File: config.mk
export PLATFORM = sky130hd
export DESIGN_NAME = deserializer
export DESIGN_NICKNAME = d
export VERILOG_FILES = /design/src/rtl/ser_pkg.sv /design/src/rtl/deserializer.sv
export SDC_FILE = /design/constraint.sdc
export NUM_CORES = 1
export LEC_CHECK = 0
export ABC_CLOCK_PERIOD_IN_PS = 4730
export BUFFER_PORTS_ARGS = -buffer_cell sky130_fd_sc_hd__buf_2
export CAP_MARGIN = 20
export CORE_MARGIN = 8
export CORE_UTILIZATION = 58
export CTS_BUF_LIST = sky130_fd_sc_hd__clkbuf_8
export DETAILED_ROUTE_END_ITERATION = 16
export GPL_ROUTABILITY_DRIVEN = 0
export GPL_TIMING_DRIVEN = 1
export PLACE_DENSITY = 0.86
export SYNTH_ARGS = -nofsm -noshare
export SYNTH_HDL_FRONTEND = slang
export SYNTH_SLANG_ARGS = --single-unit
File: constraint.sdc
create_clock -name clk_i -period 4.73 [get_ports clk_i]
set_input_delay 0.946 -clock clk_i [delete_from_list [all_inputs] [get_ports clk_i]]
set_output_delay 0.946 -clock clk_i [all_outputs]
set_load 0.01 [all_outputs]
File: src/rtl/ser_pkg.sv
// Definitions shared by the serializer/deserializer loopback pair: state encoding,
// minimum transaction length and the bit-count to data_mod conversion.
package ser_pkg;

  typedef enum logic {
    IDLE_S = 1'b0,
    RECV_S = 1'b1
  } state_t;

  localparam int unsigned MIN_TRANSACTION_LEN = 3;

  // A full-width word is encoded as 0; any shorter count is carried as-is.
  function automatic int unsigned to_data_mod(input int unsigned bit_count,
                                              input int unsigned bus_width);
    return (bit_count >= bus_width) ? 0 : bit_count;
  endfunction

endpackage

File: src/rtl/deserializer.sv
// MSB-first serial-to-parallel receiver producing words plus a data_mod bit count.
// Optional DESERIALIZER_FRAG_ERR_EN adds frag_err_o, pulsing when a 1-2 bit fragment is dropped.
module deserializer
  import ser_pkg::*;
#(
  parameter int DATA_BUS_WIDTH = 16,
  parameter int DATA_MOD_WIDTH = 4
) (
  input  logic                      clk_i,
  input  logic                      arst_n_i,
  input  logic                      ser_data_i,
  input  logic                      ser_data_val_i,
  output logic [DATA_BUS_WIDTH-1:0] deser_data_o,
  output logic [DATA_MOD_WIDTH-1:0] deser_data_mod_o,
  output logic                      deser_data_val_o,
  output logic                      busy_o
`ifdef DESERIALIZER_FRAG_ERR_EN
  ,
  output logic                      frag_err_o
`endif
);

  localparam logic [DATA_MOD_WIDTH-1:0] LAST_CNT = DATA_MOD_WIDTH'(DATA_BUS_WIDTH - 1);
  localparam logic [DATA_MOD_WIDTH-1:0] MIN_CNT  = DATA_MOD_WIDTH'(MIN_TRANSACTION_LEN);
  localparam logic [DATA_MOD_WIDTH-1:0] FULL_MOD =
    DATA_MOD_WIDTH'(to_data_mod(DATA_BUS_WIDTH, DATA_BUS_WIDTH));

  state_t                    r_state;
  logic [DATA_MOD_WIDTH-1:0] r_bit_cnt;
  logic [DATA_BUS_WIDTH-1:0] r_buf;
  logic [DATA_BUS_WIDTH-1:0] r_data;
  logic [DATA_MOD_WIDTH-1:0] r_mod;
  logic                      r_val;

  state_t                    w_state_next;
  logic [DATA_MOD_WIDTH-1:0] w_cnt_next;
  logic [DATA_BUS_WIDTH-1:0] w_buf_next;
  logic [DATA_MOD_WIDTH-1:0] w_idx;
  logic                      w_emit;
  logic [DATA_BUS_WIDTH-1:0] w_emit_data;
  logic [DATA_MOD_WIDTH-1:0] w_emit_mod;
`ifdef DESERIALIZER_FRAG_ERR_EN
  logic                      r_frag_err;
  logic                      w_frag;
`endif

  // Bit k of a word lands at index DATA_BUS_WIDTH-1-k.
  assign w_idx = LAST_CNT - r_bit_cnt;

  always_comb begin
    w_state_next = r_state;
    w_cnt_next   = r_bit_cnt;
    w_buf_next   = r_buf;
    w_emit       = 1'b0;
    w_emit_data  = r_buf;
    w_emit_mod   = '0;
`ifdef DESERIALIZER_FRAG_ERR_EN
    w_frag       = 1'b0;
`endif
    case (r_state)
      IDLE_S: begin
        if (ser_data_val_i) begin
          w_buf_next                   = '0;
          w_buf_next[DATA_BUS_WIDTH-1] = ser_data_i;
          w_cnt_next                   = DATA_MOD_WIDTH'(1);
          w_state_next                 = RECV_S;
        end
      end
      RECV_S: begin
        if (ser_data_val_i) begin
          if (r_bit_cnt == LAST_CNT) begin
            w_emit_data[w_idx] = ser_data_i;
            w_emit             = 1'b1;
            w_emit_mod         = FULL_MOD;
            w_buf_next         = '0;
            w_cnt_next         = '0;
            w_state_next       = IDLE_S;
          end else begin
            w_buf_next[w_idx] = ser_data_i;
            w_cnt_next        = r_bit_cnt + DATA_MOD_WIDTH'(1);
          end
        end else begin
          // Burst ended early: emit if long enough, otherwise drop the fragment.
          if (r_bit_cnt >= MIN_CNT) begin
            w_emit     = 1'b1;
            w_emit_mod = DATA_MOD_WIDTH'(to_data_mod(32'(r_bit_cnt), DATA_BUS_WIDTH));
          end else begin
`ifdef DESERIALIZER_FRAG_ERR_EN
            w_frag = 1'b1;
`endif
          end
          w_buf_next   = '0;
          w_cnt_next   = '0;
          w_state_next = IDLE_S;
        end
      end
      default: begin
        w_buf_next   = '0;
        w_cnt_next   = '0;
        w_state_next = IDLE_S;
      end
    endcase
  end

  always_ff @(posedge clk_i or negedge arst_n_i) begin
    if (!arst_n_i) begin
      r_state   <= IDLE_S;
      r_bit_cnt <= '0;
      r_buf     <= '0;
      r_data    <= '0;
      r_mod     <= '0;
      r_val     <= 1'b0;
    end else begin
      r_state   <= w_state_next;
      r_bit_cnt <= w_cnt_next;
      r_buf     <= w_buf_next;
      r_val     <= w_emit;
      if (w_emit) begin
        r_data <= w_emit_data;
        r_mod  <= w_emit_mod;
      end
    end
  end

`ifdef DESERIALIZER_FRAG_ERR_EN
  always_ff @(posedge clk_i or negedge arst_n_i) begin
    if (!arst_n_i) r_frag_err <= 1'b0;
    else           r_frag_err <= w_frag;
  end

  assign frag_err_o = r_frag_err;
`endif

  assign deser_data_o     = r_data;
  assign deser_data_mod_o = r_mod;
  assign deser_data_val_o = r_val;
  assign busy_o           = (r_state == RECV_S);

endmodule

==> results.yml, run 1 <==
logic_synthesis:
  post_synth.cell_area_avg_um2: 11.12
  ys_types: 33
  ys_seq_area_share_pct: 54.02
  synth_ff_type: "dfrtp_1"
  yosysWarnings: 0
  ys_top_cells_by_area: "dfrtp_1 54%, mux2_1 7.5%, o21ai_0 4.1%, mux2_2 4.1%, a211oi_1 3.5%"
  synthDominantAreaCellType: "dfrtp_1"
  synth_edf_count: 0
  syn_inst: 175
  ys_seq_elements: 42
  netlist_area_mm2: 0.001946
  synthArstFlopShare_pct: 100.0
  synth_fp_nets: 183
  synth_top_area_share_pct: 54.02
layout:
  postLayoutCellArea_mm2: 0.002168
  final_util_pct: 66.02
  drive_gt1_share_pct: 21.94
  area_growth_pct: 11.45
  nFillCells: 260
  diodes: 0
  final_nets: 205
floorplanning:
  rows: 21
  die_h_um: 73.92
  core-area_mm2: 0.003284
  io_pins: 26
  die-area_mm2: 0.005464
  fp.dieW_um: 73.92
  initial_utilization_pct: 59.24
pwr:
  leakage_uw: 0.001086
  vdd_drop_max_uv: 218.0
  pwr_density_cell_mw_per_mm2: 332.3
sta:
  setup_viol: 0
  hold_viol: 0
  rsz0062_at_grt: "false"
  worstMarginPinSlew_ns: 0.8914
  post-route-min-period_ns: 2.478
  finalWorstSetupSlack_ns: 2.252
  slew_viol_final: 0
  fin_crit_sh_pct: 52.39
  relSlewSlack_pct: 40.57
  tns_ns: 0
  fmax_mhz: 403.5
  clock_skew_ns: 0.006974
min_path:
  hold_path_class: "reg2reg"
  hold_end: "deser_data_o[10]$_DFFE_PN0P_"
  hp-start: "deser_data_o[10]$_DFFE_PN0P_"
  hold_depth: 1
clocking:
  cts_tree: "done"
  h-tree-depth: 2
  root_buffer: "clkbuf_8"
  post_cts_buffers: 0
  clk_pin_slew_ns: 0.07
  cts_resized: 0
  clkLatencyLatePin_ns: 0.29
  clk_path_buf_depth: 2
  numCtsBuffers: 5
  cts_sinks: 42
  cts_hold_buf: 0
route:
  drtIter0Drc: 87
  wl_mm: 4.173
  first_pass_iters: 4
  drc: 0
  detail_route.wl_per_cell_um: 17.24
  viasPerCell: 6.149
  vias: 1488
  ant_nets: 0
place:
  place_area_mm2: 0.002067
  pre_cts_ws_ns: 1.738
  hpwl_mm: 2.805
  io_buffer_count: 25
critical_path:
  critPathArrivalTime_ns: 2.66
  startpoint_type: "register"
  crit_path_max_fanout: 17
  critPathKind: "reg2reg"
  critPathCaptureType: "register"
  r2r-start: "r_bit_cnt[0]$_DFFE_PN0P_"
  r2r_slack_ns: 2.25
  cp-startpoint: "r_bit_cnt[0]$_DFFE_PN0P_"
  reg2reg_depth: 5
  worstPathRequired_ns: 4.91
  worst_r2r_endpoint: "deser_data_o[1]$_DFFE_PN0P_"
run_status:
  status: "completed"
global_routing:
  grt.total_usage_pct: 17.07
  grt_max_degree: 43
  grt_pass1_wl_mm: 6.955
  gr-total-overflow: 0
  grt_antenna_before_repair: 0
  grt_pass1_vias: 1480
run:
  drv_cap: 0
[cells in the mapped netlist, drive strengths merged, types with 3 or more instances]
cell and number:
nand2 11, o31ai 3, nor2 7, a22o 4, clkbuf 5, dfrtp 42, nor2b 3, a21oi 4
mux2 20, a211oi 9, nand3 7, buf 8, o21ai 25, ha 4, inv 5
[final cells by class]
| cell class | count | area (um^2) | area share [%] |
|---|---|---|---|
| tap | 46 | 57.56 | 2.654 |
| clock buffer | 6 | 82.58 | 3.808 |
| timing repair buffer | 28 | 151.4 | 6.982 |
| sequential | 42 | 1051 | 48.47 |
| multi-input combinational | 115 | 807.0 | 37.22 |
| inverter | 5 | 18.77 | 0.8656 |
[layer usage]
| layer | GRT usage [%] | part of all wire, % | wire length [um] |
|---|---|---|---|
| met1 | 19.06 | 40 | 1676 |
| met2 | 28.22 | 50 | 2102 |
| met3 | 6.003 | 7.3 | 304 |
| met4 | 8.204 | 2.1 | 89 |
| met5 | 0 | 0 | 0 |
[worst max path at each step]
| stage | endpoint | slack (ns) | depth (start not counted) |
|---|---|---|---|
| floorplan | deser_data_o[2]$_DFFE_PN0P_ | 2.71 | 5 |
| global placement | deser_data_o[3]$_DFFE_PN0P_ | 1.87 | 5 |
| detailed placement | deser_data_o[4]$_DFFE_PN0P_ | 1.74 | 5 |
| CTS | deser_data_o[4]$_DFFE_PN0P_ | 1.98 | 5 |
| global route | deser_data_o[1]$_DFFE_PN0P_ | 2.10 | 5 |
| finish | deser_data_o[1]$_DFFE_PN0P_ | 2.25 | 5 |
[stage by stage]
stage          total power [uW]  hold WS, ns  std cells
2_1_floorplan             463.6       0.4512        175
3_3_place_gp              501.6       0.4649        234
3_5_place_dp              506.6       0.4763        234
4_1_cts                   727.1       0.4923        240
5_1_grt                   759.2       0.5061        242
6_report                  720.5       0.4867        242
[report_power, final]
| group | leakage [uW] | switching [uW] | total (uW) | internal (uW) |
|---|---|---|---|---|
| clock | 0.0000431 | 107 | 219 | 112 |
| combinational | 0.000468 | 60.0 | 102 | 41.6 |
| sequential | 0.000575 | 18.3 | 400 | 382 |
| total | 0.00109 | 185 | 721 | 536 |
[cells in the final DEF, fill, tap and decap left out, types with 3 or more instances in the layout]
master,count
a22o_1,4
a211oi_1,9
inv_1,5
nor2b_1,3
o21ai_0,16
o21ai_1,9
a21oi_1,4
buf_2,25
mux2_1,13
clkbuf_8,6
o31ai_1,3
ha_1,4
nor2_1,6
dfrtp_1,42
nand3_1,7
nand2_1,11
mux2_2,7
[cell families (layout without fill, tap and decap cells)]
kind of cell	count (synthesis)	count (layout)	share of synthesized area [%]
muxes	20	20	11.58
DFF	42	42	54.02
adders and majority gates	4	4	2.572
buffers and inverters	18	39	4.502
AOI/OAI and AO/OA	55	55	17.88
and+or+nand+nor	36	36	9.454
[registers in the layout, indices dropped and copies added (netlist names)]
register and flops:
busy_o 1, deser_data_mod_o 4, deser_data_val_o 1, deser_data_o 16
r_buf 16, r_bit_cnt 4
[critical path, stage by stage (launching register included)]
cell and delay, ns:
dfrtp_1 0.46, ha_1 0.43, and3_1 0.64, nand4_1 0.22
mux2_1 0.35, mux2_2 0.26
Power figures use the tool's default switching activity.
==> run 2: changes to the inputs <==
--- a/config.mk
+++ b/config.mk
@@ -5,16 +5,16 @@
 export SDC_FILE = /design/constraint.sdc
 export NUM_CORES = 1
 export LEC_CHECK = 0
-export ABC_CLOCK_PERIOD_IN_PS = 4730
+export ABC_CLOCK_PERIOD_IN_PS = 2000
 export BUFFER_PORTS_ARGS = -buffer_cell sky130_fd_sc_hd__buf_2
 export CAP_MARGIN = 20
 export CORE_MARGIN = 8
-export CORE_UTILIZATION = 58
+export CORE_UTILIZATION = 53
 export CTS_BUF_LIST = sky130_fd_sc_hd__clkbuf_8
 export DETAILED_ROUTE_END_ITERATION = 16
 export GPL_ROUTABILITY_DRIVEN = 0
 export GPL_TIMING_DRIVEN = 1
-export PLACE_DENSITY = 0.86
+export PLACE_DENSITY = 0.83
 export SYNTH_ARGS = -nofsm -noshare
 export SYNTH_HDL_FRONTEND = slang
 export SYNTH_SLANG_ARGS = --single-unit
==> constraint.sdc (replaced) <==
create_clock -name clk_i -period 2 [get_ports clk_i]
set_input_delay 0.4 -clock clk_i [delete_from_list [all_inputs] [get_ports clk_i]]
set_output_delay 0.4 -clock clk_i [all_outputs]
set_load 0.01 [all_outputs]
==> results.yml, run 2 (synthesized netlist as in run 1, its figures left out) <==
run_status:
  status: "completed"
floorplanning:
  rows: 22
  fp.dieW_um: 76.59
  die-area_mm2: 0.005866
  die_h_um: 76.59
  initial_utilization_pct: 53.96
  core-area_mm2: 0.003606
  io_pins: 26
clocking:
  cts_hold_buf: 0
  root_buffer: "clkbuf_8"
  numCtsBuffers: 5
  cts_tree: "done"
  h-tree-depth: 2
  post_cts_buffers: 0
  clk_pin_slew_ns: 0.08
  clk_path_buf_depth: 2
  cts_resized: 0
  cts_sinks: 42
  clkLatencyLatePin_ns: 0.29
route:
  route.met2.wl_mm: 1.861
  vias: 1447
  viasPerCell: 5.630
  dr_wl_met3_um: 269
  wl_met1_mm: 1.792
  ant_nets: 0
  highest_layer: "met4"
  first_pass_iters: 4
  drtIter0Drc: 66
  detail_route.wl_per_cell_um: 15.51
  wl_mm: 3.986
  drc: 0
critical_path:
  reg2reg_depth: 5
  critPathCaptureType: "register"
  r2r_slack_ns: 0.16
  crit_path_max_fanout: 8
  r2r-start: "r_bit_cnt[0]$_DFFE_PN0P_"
  worst_r2r_endpoint: "deser_data_o[0]$_DFFE_PN0P_"
  critPathKind: "reg2reg"
  worstPathRequired_ns: 2.18
  startpoint_type: "register"
  critPathArrivalTime_ns: 2.01
pwr:
  leakage_uw: 0.001154
  finalPower_uw: 1742
  pwr_density_cell_mw_per_mm2: 762.3
  vdd_drop_max_uv: 541.3
place:
  place_inst: 249
  io_buffer_count: 25
  hpwl_mm: 2.800
layout:
  final_cell_mix: "42 x dfrtp_1, 25 x buf_2, 16 x o21ai_0"
  final_util_pct: 63.36
  final_cell_count_no_fill: 257
  final_common_cell: "dfrtp_1"
  area_growth_pct: 17.43
  final_nets: 216
  diodes: 0
  drive_gt1_share_pct: 27.75
sta:
  post-route-min-period_ns: 1.836
  tns_ns: 0
  fmax_mhz: 544.7
  whs_ns: 0.1552
  hold_viol: 0
  rsz0062_at_grt: "false"
  fin_crit_sh_pct: 91.79
  clock_skew_ns: 0.007752
  slew_viol_final: 0
  worstMarginPinSlew_ns: 0.5015
  relSlewSlack_pct: 66.57
  setup_viol: 0
global_routing:
  grt_pass1_vias: 1395
  grt_antenna_before_repair: 0
  grt.total_usage_pct: 13.98
  grt_max_degree: 43
  gr-total-overflow: 0
  grt_pass1_wl_mm: 6.672
run:
  drv_cap: 0
min_path:
  hold_path_class: "in2async"
-- run 2: report_power, final --
part	total, uW	internal (uW)	switching (uW)	leakage (uW)
sequential	941	902	38.7	0.000575
combinational	253	112	141	0.000527
clock	548	273	275	0.0000524
total	1740	1290	455	0.00115
-- run 2: metal layers --
layer | vias up | global-route usage (%)
met3 | 6 | 4.953
met2 | 53 | 21.85
met5 | - | 0
met4 | 0 | 6.154
met1 | 686 | 16.91
li1 | 702 | -
-- run 2: worst max-delay path, stage by stage, from the launching register on --
cell     delay (ns)
dfrtp_1        0.47
ha_2           0.28
and3_2         0.28
nand3_1        0.10
mux2_1         0.32
mux2_2         0.27
-- run 2: area by class of cell --
class,count,area (um^2)
tap,48,60.06
timing repair buffer,39,242.7
multi-input combinational,115,820.8
clock buffer,6,82.58
fill,278,1321
sequential,42,1051
inverter,5,18.77
clock inverter,2,8.758
-- run 2: how the worst max path moves through the flow --
stage / end / startpoint / cells past startpoint
floorplan: deser_data_o[10]$_DFFE_PN0P_ / r_bit_cnt[0]$_DFFE_PN0P_ / 6
finish: deser_data_o[0]$_DFFE_PN0P_ / r_bit_cnt[0]$_DFFE_PN0P_ / 5
global placement: deser_data_o[1]$_DFFE_PN0P_ / r_bit_cnt[0]$_DFFE_PN0P_ / 5
CTS: deser_data_o[0]$_DFFE_PN0P_ / r_bit_cnt[0]$_DFFE_PN0P_ / 5
detailed placement: deser_data_o[0]$_DFFE_PN0P_ / r_bit_cnt[0]$_DFFE_PN0P_ / 5
global route: deser_data_o[1]$_DFFE_PN0P_ / r_bit_cnt[0]$_DFFE_PN0P_ / 5
-- run 2: metrics by stage --
step | setup WS [ns] | area, um^2
4_1_cts | 0.1086 | 2275
5_1_grt | 0.04906 | 2285
2_1_floorplan | 0.2266 | 1946
6_report | 0.1643 | 2285
3_5_place_dp | 0.1114 | 2183
3_3_place_gp | 0.1914 | 2183
